### src/rtl/alu_issue_stage.sv
// ID/EX issue stage: latches a decoded instruction, resolves RAW hazards and drives the ALU operands.
// Compile with ISSUE_FWD_EN defined for EX/MEM/WB forwarding; otherwise the stage stalls on any pending writer.

package alu_issue_pkg;
    typedef enum logic [3:0] {
        ALU_OP_ADD  = 4'd0,
        ALU_OP_SUB  = 4'd1,
        ALU_OP_AND  = 4'd2,
        ALU_OP_OR   = 4'd3,
        ALU_OP_XOR  = 4'd4,
        ALU_OP_SLL  = 4'd5,
        ALU_OP_SRL  = 4'd6,
        ALU_OP_SRA  = 4'd7,
        ALU_OP_SLT  = 4'd8,
        ALU_OP_SLTU = 4'd9
    } alu_op_t;
endpackage

module alu_issue_stage
    import alu_issue_pkg::*;
#(
    parameter int XLEN   = 32,
    parameter int REG_AW = 5
) (
    input  logic              clk,
    input  logic              rst_n,
    input  logic              in_valid,
    output logic              in_ready,
    input  logic [XLEN-1:0]   in_pc,
    input  logic [REG_AW-1:0] in_rs1,
    input  logic [REG_AW-1:0] in_rs2,
    input  logic              in_uses_rs1,
    input  logic              in_uses_rs2,
    input  logic [XLEN-1:0]   in_rs1_val,
    input  logic [XLEN-1:0]   in_rs2_val,
    input  logic [XLEN-1:0]   in_imm,
    input  logic              in_a_sel_pc,
    input  logic              in_b_sel_imm,
    input  alu_op_t           in_alu_op,
    input  logic [REG_AW-1:0] in_rd,
    input  logic              in_rd_we,
    input  logic              in_is_load,
    input  logic              ex_ready,
    input  logic              flush,
    input  logic [XLEN-1:0]   ex_result,
    input  logic [REG_AW-1:0] mem_rd,
    input  logic              mem_we,
    input  logic [XLEN-1:0]   mem_data,
    input  logic [REG_AW-1:0] wb_rd,
    input  logic              wb_we,
    input  logic [XLEN-1:0]   wb_data,
    output logic              out_valid,
    output logic [XLEN-1:0]   operand_a,
    output logic [XLEN-1:0]   operand_b,
    output alu_op_t           alu_op,
    output logic [XLEN-1:0]   out_store_data,
    output logic [XLEN-1:0]   out_pc,
    output logic [REG_AW-1:0] out_rd,
    output logic              out_rd_we,
    output logic              out_is_load,
    output logic              stall
);

    logic            hazard;
    logic            transfer;
    logic [XLEN-1:0] fwd_rs1;
    logic [XLEN-1:0] fwd_rs2;

`ifdef ISSUE_FWD_EN
    // A held load has no result yet, so it is excluded from EX forwarding and handled as a hazard.
    logic ex_fwd_ok;
    assign ex_fwd_ok = out_valid && out_rd_we && !out_is_load;

    // NOTE: every variable driven in always_comb gets a default first, so no path can infer a latch.
    always_comb begin
        fwd_rs1 = in_rs1_val;
        if (in_uses_rs1 && in_rs1 != '0) begin
            if (ex_fwd_ok && out_rd == in_rs1)  fwd_rs1 = ex_result;
            else if (mem_we && mem_rd == in_rs1) fwd_rs1 = mem_data;
            else if (wb_we && wb_rd == in_rs1)   fwd_rs1 = wb_data;
        end
    end

    always_comb begin
        fwd_rs2 = in_rs2_val;
        if (in_uses_rs2 && in_rs2 != '0) begin
            if (ex_fwd_ok && out_rd == in_rs2)  fwd_rs2 = ex_result;
            else if (mem_we && mem_rd == in_rs2) fwd_rs2 = mem_data;
            else if (wb_we && wb_rd == in_rs2)   fwd_rs2 = wb_data;
        end
    end

    assign hazard = out_valid && out_is_load && out_rd_we && (out_rd != '0) &&
                    ((in_uses_rs1 && in_rs1 == out_rd) || (in_uses_rs2 && in_rs2 == out_rd));
`else
    // Without forwarding, any in-flight writer of a used source blocks issue until WB has retired it.
    function automatic logic writer_pending(
        input logic              uses,
        input logic [REG_AW-1:0] idx,
        input logic              e_we,
        input logic [REG_AW-1:0] e_rd,
        input logic              m_we,
        input logic [REG_AW-1:0] m_rd,
        input logic              w_we,
        input logic [REG_AW-1:0] w_rd
    );
        return uses && (idx != '0) &&
               ((e_we && e_rd == idx) || (m_we && m_rd == idx) || (w_we && w_rd == idx));
    endfunction

    assign hazard = writer_pending(in_uses_rs1, in_rs1, out_valid && out_rd_we, out_rd,
                                   mem_we, mem_rd, wb_we, wb_rd) ||
                    writer_pending(in_uses_rs2, in_rs2, out_valid && out_rd_we, out_rd,
                                   mem_we, mem_rd, wb_we, wb_rd);

    assign fwd_rs1 = in_rs1_val;
    assign fwd_rs2 = in_rs2_val;

    logic unused_fwd_data;
    assign unused_fwd_data = ^{ex_result, mem_data, wb_data};
`endif

    assign in_ready = !flush && !hazard && (!out_valid || ex_ready);
    assign transfer = in_valid && in_ready;
    assign stall    = rst_n && in_valid && hazard && !flush;

    // NOTE: state registers use non-blocking assignments so every flop samples pre-edge values.
    always_ff @(posedge clk or negedge rst_n) begin
        if (!rst_n) begin
            out_valid      <= 1'b0;
            operand_a      <= '0;
            operand_b      <= '0;
            alu_op         <= ALU_OP_ADD;
            out_store_data <= '0;
            out_pc         <= '0;
            out_rd         <= '0;
            out_rd_we      <= 1'b0;
            out_is_load    <= 1'b0;
        end else if (flush) begin
            out_valid <= 1'b0;
        end else if (transfer) begin
            out_valid      <= 1'b1;
            operand_a      <= in_a_sel_pc  ? in_pc  : fwd_rs1;
            operand_b      <= in_b_sel_imm ? in_imm : fwd_rs2;
            alu_op         <= in_alu_op;
            out_store_data <= fwd_rs2;
            out_pc         <= in_pc;
            out_rd         <= in_rd;
            out_rd_we      <= in_rd_we;
            out_is_load    <= in_is_load;
        end else if (ex_ready) begin
            // Held instruction consumed with nothing behind it: leave a bubble, data fields hold.
            out_valid <= 1'b0;
        end
    end

endmodule

### config.mk
export PLATFORM = sky130hd
export DESIGN_NAME = alu_issue_stage
export DESIGN_NICKNAME = d
export VERILOG_FILES = /design/src/rtl/alu_issue_stage.sv
export SDC_FILE = /design/constraint.sdc
export NUM_CORES = 1
export LEC_CHECK = 0
export CAP_MARGIN = 20
export CORE_AREA = 2 2 160 162
export CTS_CLUSTER_SIZE = 10
export DETAILED_ROUTE_END_ITERATION = 8
export DIE_AREA = 0 0 162 164
export SLEW_MARGIN = 20
export SYNTH_ARGS = -nofsm -noshare
export SYNTH_HDL_FRONTEND = slang
export SYNTH_SLANG_ARGS = --single-unit
### constraint.sdc
create_clock -name clk -period 2.4 [get_ports clk]
set_clock_uncertainty 0.1 [all_clocks]
set_input_delay 0.36 -clock clk [delete_from_list [all_inputs] [get_ports clk]]
set_output_delay 0.36 -clock clk [all_outputs]
set_load 0.02 [all_outputs]
After elaboration in Yosys (flattened, before gate mapping) --
Cells that the tools add are included.
Storage, ports and cells: register bits after elaboration 140, input bits 266, output and inout port bits 142, word-level logic and storage cells 51
Cells by class: equality and inequality tests 6, multiplexer cells 5, bitwise gates (word level) 1, reduce and logical (&&, ||, !) cells 30
Operators with widths (count):
- $mux W32 | 2
- $eq A5 B5 Y1 | 6
- $logic_and A1 B1 Y1 | 17
- $reduce_bool A5 Y1 | 2
- $logic_or A1 B1 Y1 | 6
- $logic_not A1 Y1 | 3
- $mux W1 | 3
- $reduce_bool A3 Y1 | 1
- $reduce_and A2 Y1 | 1
- $not A1 Y1 | 1

Depth between registers and ports, before layout --
depth after elaboration 12, mapped depth 8, depth with buffers taken out 6

Least setup slack after synthesis --
No wires, ideal clock.
path kind reg2out, from register out_rd[3], to output stall, data arrival time 2.044 ns, data required time 1.940 ns, slack -0.104 ns, cell stages (with the launch flop) 7, buffers on the path 0, cell sequence dfrtp_1 -> xor2_1 -> nor4_1 -> nand4_1 -> a31oi_1 -> nor2_1 -> nor3b_1
Between the ends: cells in the longest elaborated chain, start to end 8, elaborated cells on any way between the ends 13, those cells by class 2 x eq/ne; 11 x reduce/logical
RTL lines:
- from (decl) | line 58 | output logic [REG_AW-1:0] out_rd,
- from (signal assigned) | line 148 | out_rd <= in_rd;
- $eq A5 B5 Y1 | line 108 | ((e_we && e_rd == idx) || (m_we && m_rd == idx) || (w_we && w_rd == idx));
- $logic_and A1 B1 Y1 | line 108
- $logic_or A1 B1 Y1 (2 in series) | line 108
- $logic_and A1 B1 Y1 | line 107 | return uses && (idx != '0) &&
- $logic_or A1 B1 Y1 * | line 112 | mem_we, mem_rd, wb_we, wb_rd) ||
- $logic_and A1 B1 Y1 * (2 in series) | line 125 | assign stall = rst_n && in_valid && hazard && !flush;
- to (decl) | line 61 | output logic stall
Every way passes the cells marked *; elsewhere a longest branch is shown, timed or not.

Worst setup path in the final report --
from input wb_rd[1], to output stall
Between the ends: cells in the longest elaborated chain, start to end 7, elaborated cells on any way between the ends 11, those cells by class 2 x eq/ne; 9 x reduce/logical
RTL lines:
- from (decl) | line 49 | input logic [REG_AW-1:0] wb_rd,
- $eq A5 B5 Y1 | line 108
- $logic_and A1 B1 Y1 | line 108
- $logic_or A1 B1 Y1 | line 108
- $logic_and A1 B1 Y1 | line 107
- $logic_or A1 B1 Y1 * | line 112
- $logic_and A1 B1 Y1 * (2 in series) | line 125
Marks and branches as above.

==> results.ini <==
[route]
drt_first_pass_iters = 4
ant_nets = 0
m1WireLength_um = 8509
vias = 4810
drt_wl_total_um = 19770
drc_errors = 0
highest_layer = met4
post_drt_wl_per_cell_um = 17.69
vias_per_cell = 4.306
drt_iter0_drc = 119
wl_met3_um = 1412
dr_wl_met2_um = 9658

[timing]
rsz0062_at_grt = true
tns_ns = -6.577
setup-violations-final = 139
period_minus_slack_ns = 2.533
max_slew_margin_pct = 47.00
max_slew.worst_pin.slew_ns = 0.7949
min_period_over_period_pct = 105.5
hold_violations = 9
drv_slew = 0
max_freq_ghz = 0.3948
hold_ws_ns = -0.02134
setup_slack_ns = -0.1326

[clocking]
clock_sinks = 140
numCtsBuffers = 17
clockBufferDepth = 2
cts_tree = done
htree_levels = 4
cts_hold_buf = 0
clk_pin_slew_ns = 0.06
clkLatencyLatePin_ns = 0.40
ctsRootBufferMaster = clkbuf_16

[layout]
syn2layout_area_growth_pct = 74.83
regArea_um2 = 3506
drive_above_1_share_pct = 32.53
fillers = 2315
n_antenna_cell = 0
multi_input_area_um2 = 3043
fin_area_um2 = 11200
num-nets-final = 1041

[grt]
grt_pass1_wl_um = 30020
grt_max_degree = 141
grt_overflow = 0
grt_use_total_pct = 14.55
grt_pass1_vias = 5282
antenna_found_initial = 0

[synth]
ys_warn_count = 0
yosysTopAreaCell = dfrtp_1
syn_area_um2 = 6407
syn_avg_cell_area_um2 = 15.18
synth_flop_cell = dfrtp_1
yosys.cell_types.count = 21
synthArstFlopShare_pct = 100.0
synth.ff_latch_count = 140
synth_cells = 422
synth_area_leaders = dfrtp_1 (55%), mux2_2 (18%), mux2_1 (18%)
synth_edf_count = 0
syn_nets = 688
synth_top_area_share_pct = 54.68
synthMostInstantiatedCell = dfrtp_1
netlist_top_cells_count = dfrtp_1 (140), mux2_2 (102), mux2_1 (101), xor2_1 (24), buf_6 (11)
seq_area_frac_synth_pct = 54.68

[floorplan]
die_h_um = 164
num_rows = 58
die_area_um2 = 26570
initial_core_util_pct = 25.82
die_w_um = 162
io_pins = 408
core-area_um2 = 24820

[placed_design]
portBuffers = 311
dp_hpwl_um = 13720
gp_congestion = 0.7982
post_dp_cell_area_um2 = 10160

[setup_path]
crit_type = in2out
setup.worst_path.end_class = output port
crit_path_max_fanout = 2
cp_data_required_time_ns = 1.94
setup.worst_path.start_class = input pin
cp.arrival_ns = 2.07

[power_and_ir_drop]
power.density_nw_per_um2 = 772.6
ir_drop_v = 0.0003677
p_total_mw = 8.654
leakagePower_nw = 4.631

[run]
maxCapViolCount = 0

[run_status]
violations = hold timing, setup timing
status = finished with violations

[worst_hold_path]
holdCritPathClass = in2async

==> flip-flops by register name, summed over array words and instances, names as in the netlist <==
register / cells
alu_op: 4
out_is_load: 1
out_store_data: 32
out_rd_we: 1
out_pc: 32
operand_a: 32
operand_b: 32
out_rd: 5
out_valid: 1
==> worst paths after layout <==
kind	from	end	slack (ns)	cells after the start
worst max-delay path	wb_rd[1]	stall	-0.13	8
worst min register to register	out_pc[30]	out_pc[30]	0.39	1
max in group asynchronous	rst_n	operand_a[23]	1.65	2
min in group clk	out_pc[30]	out_pc[30]	0.39	1
worst max register to register	out_rd[1]	operand_a[26]	-0.11	10
worst min-delay path	rst_n	out_rd[3]	-0.02	2
==> per-stage QoR <==
step                      std cells  hold WS [ns]  util (%)  setup WS, ns
after global routing           1117       0.03939     45.14       -0.2490
final                          1117      -0.02134     45.14       -0.1326
after CTS                      1114       0.01070     44.65       -0.1467
after detailed placement       1074        0.3740     40.94       -0.7711
after global placement         1074        0.3663     40.94       -0.8123
after floorplan                 422      -0.03559         -       0.01713
==> cells by family (layout without fill, tap and decap cells) <==
kind of cell / Yosys count / after routing / share of synthesized area, %
xor+xnor: 30 / 30 / 4.101
buf+inv: 23 / 388 / 2.792
simple gates: 21 / 21 / 2.246
mux: 203 / 203 / 35.68
compound gates: 5 / 5 / 0.5077
flops: 140 / 140 / 54.68
==> cell usage in the layout (no fill, tap or decap), types with 6 or more instances in the layout <==
cell | Yosys | routed
buf_12 | 0 | 12
buf_4 | 2 | 24
buf_6 | 11 | 8
clkbuf_16 | 0 | 19
clkdlybuf4s50_1 | 0 | 294
dfrtp_1 | 140 | 138
dlygate4sd2_1 | 0 | 10
mux2_1 | 101 | 40
mux2_2 | 102 | 92
mux2_4 | 0 | 71
xnor2_1 | 6 | 6
xor2_1 | 24 | 23
==> cell type report <==
type / count / area share, %
Timing Repair Buffer: 357 / 33.04
Sequential cell: 140 / 31.30
Multi-Input combinational cell: 259 / 27.16
Clock buffer: 18 / 3.831
Tap cell: 330 / 3.686
Clock inverter: 13 / 0.9829
==> power breakdown <==
part | switching, mW | internal, mW | leakage (nW)
Sequential | 0.266 | 2.84 | 1.64
Clock | 1.11 | 1.34 | 0.248
Combinational | 1.32 | 1.78 | 2.74
==> timing repair <==
item                                    CTS  global route
pin swaps                                10             1
cloned                                    3             2
resized for setup                        94            26
buffers inserted                          6             4
endpoints found under the setup margin  141           141
==> metal layers <==
layer / vias up / global-route usage (%)
li1: 2223 / -
met5: - / 0
met1: 2395 / 18.04
met2: 181 / 24.24
met4: 0 / 3.741
met3: 11 / 5.076
==> worst max-delay path: stages <==
cell,delay [ns]
clkdlybuf4s50_1,0.47
xor2_1,0.18
nor4_1,0.34
nand3_1,0.14
a31oi_2,0.18
nor2_1,0.08
nor3b_2,0.15
buf_4,0.17
No activity file was read; power rests on OpenSTA's default activity.
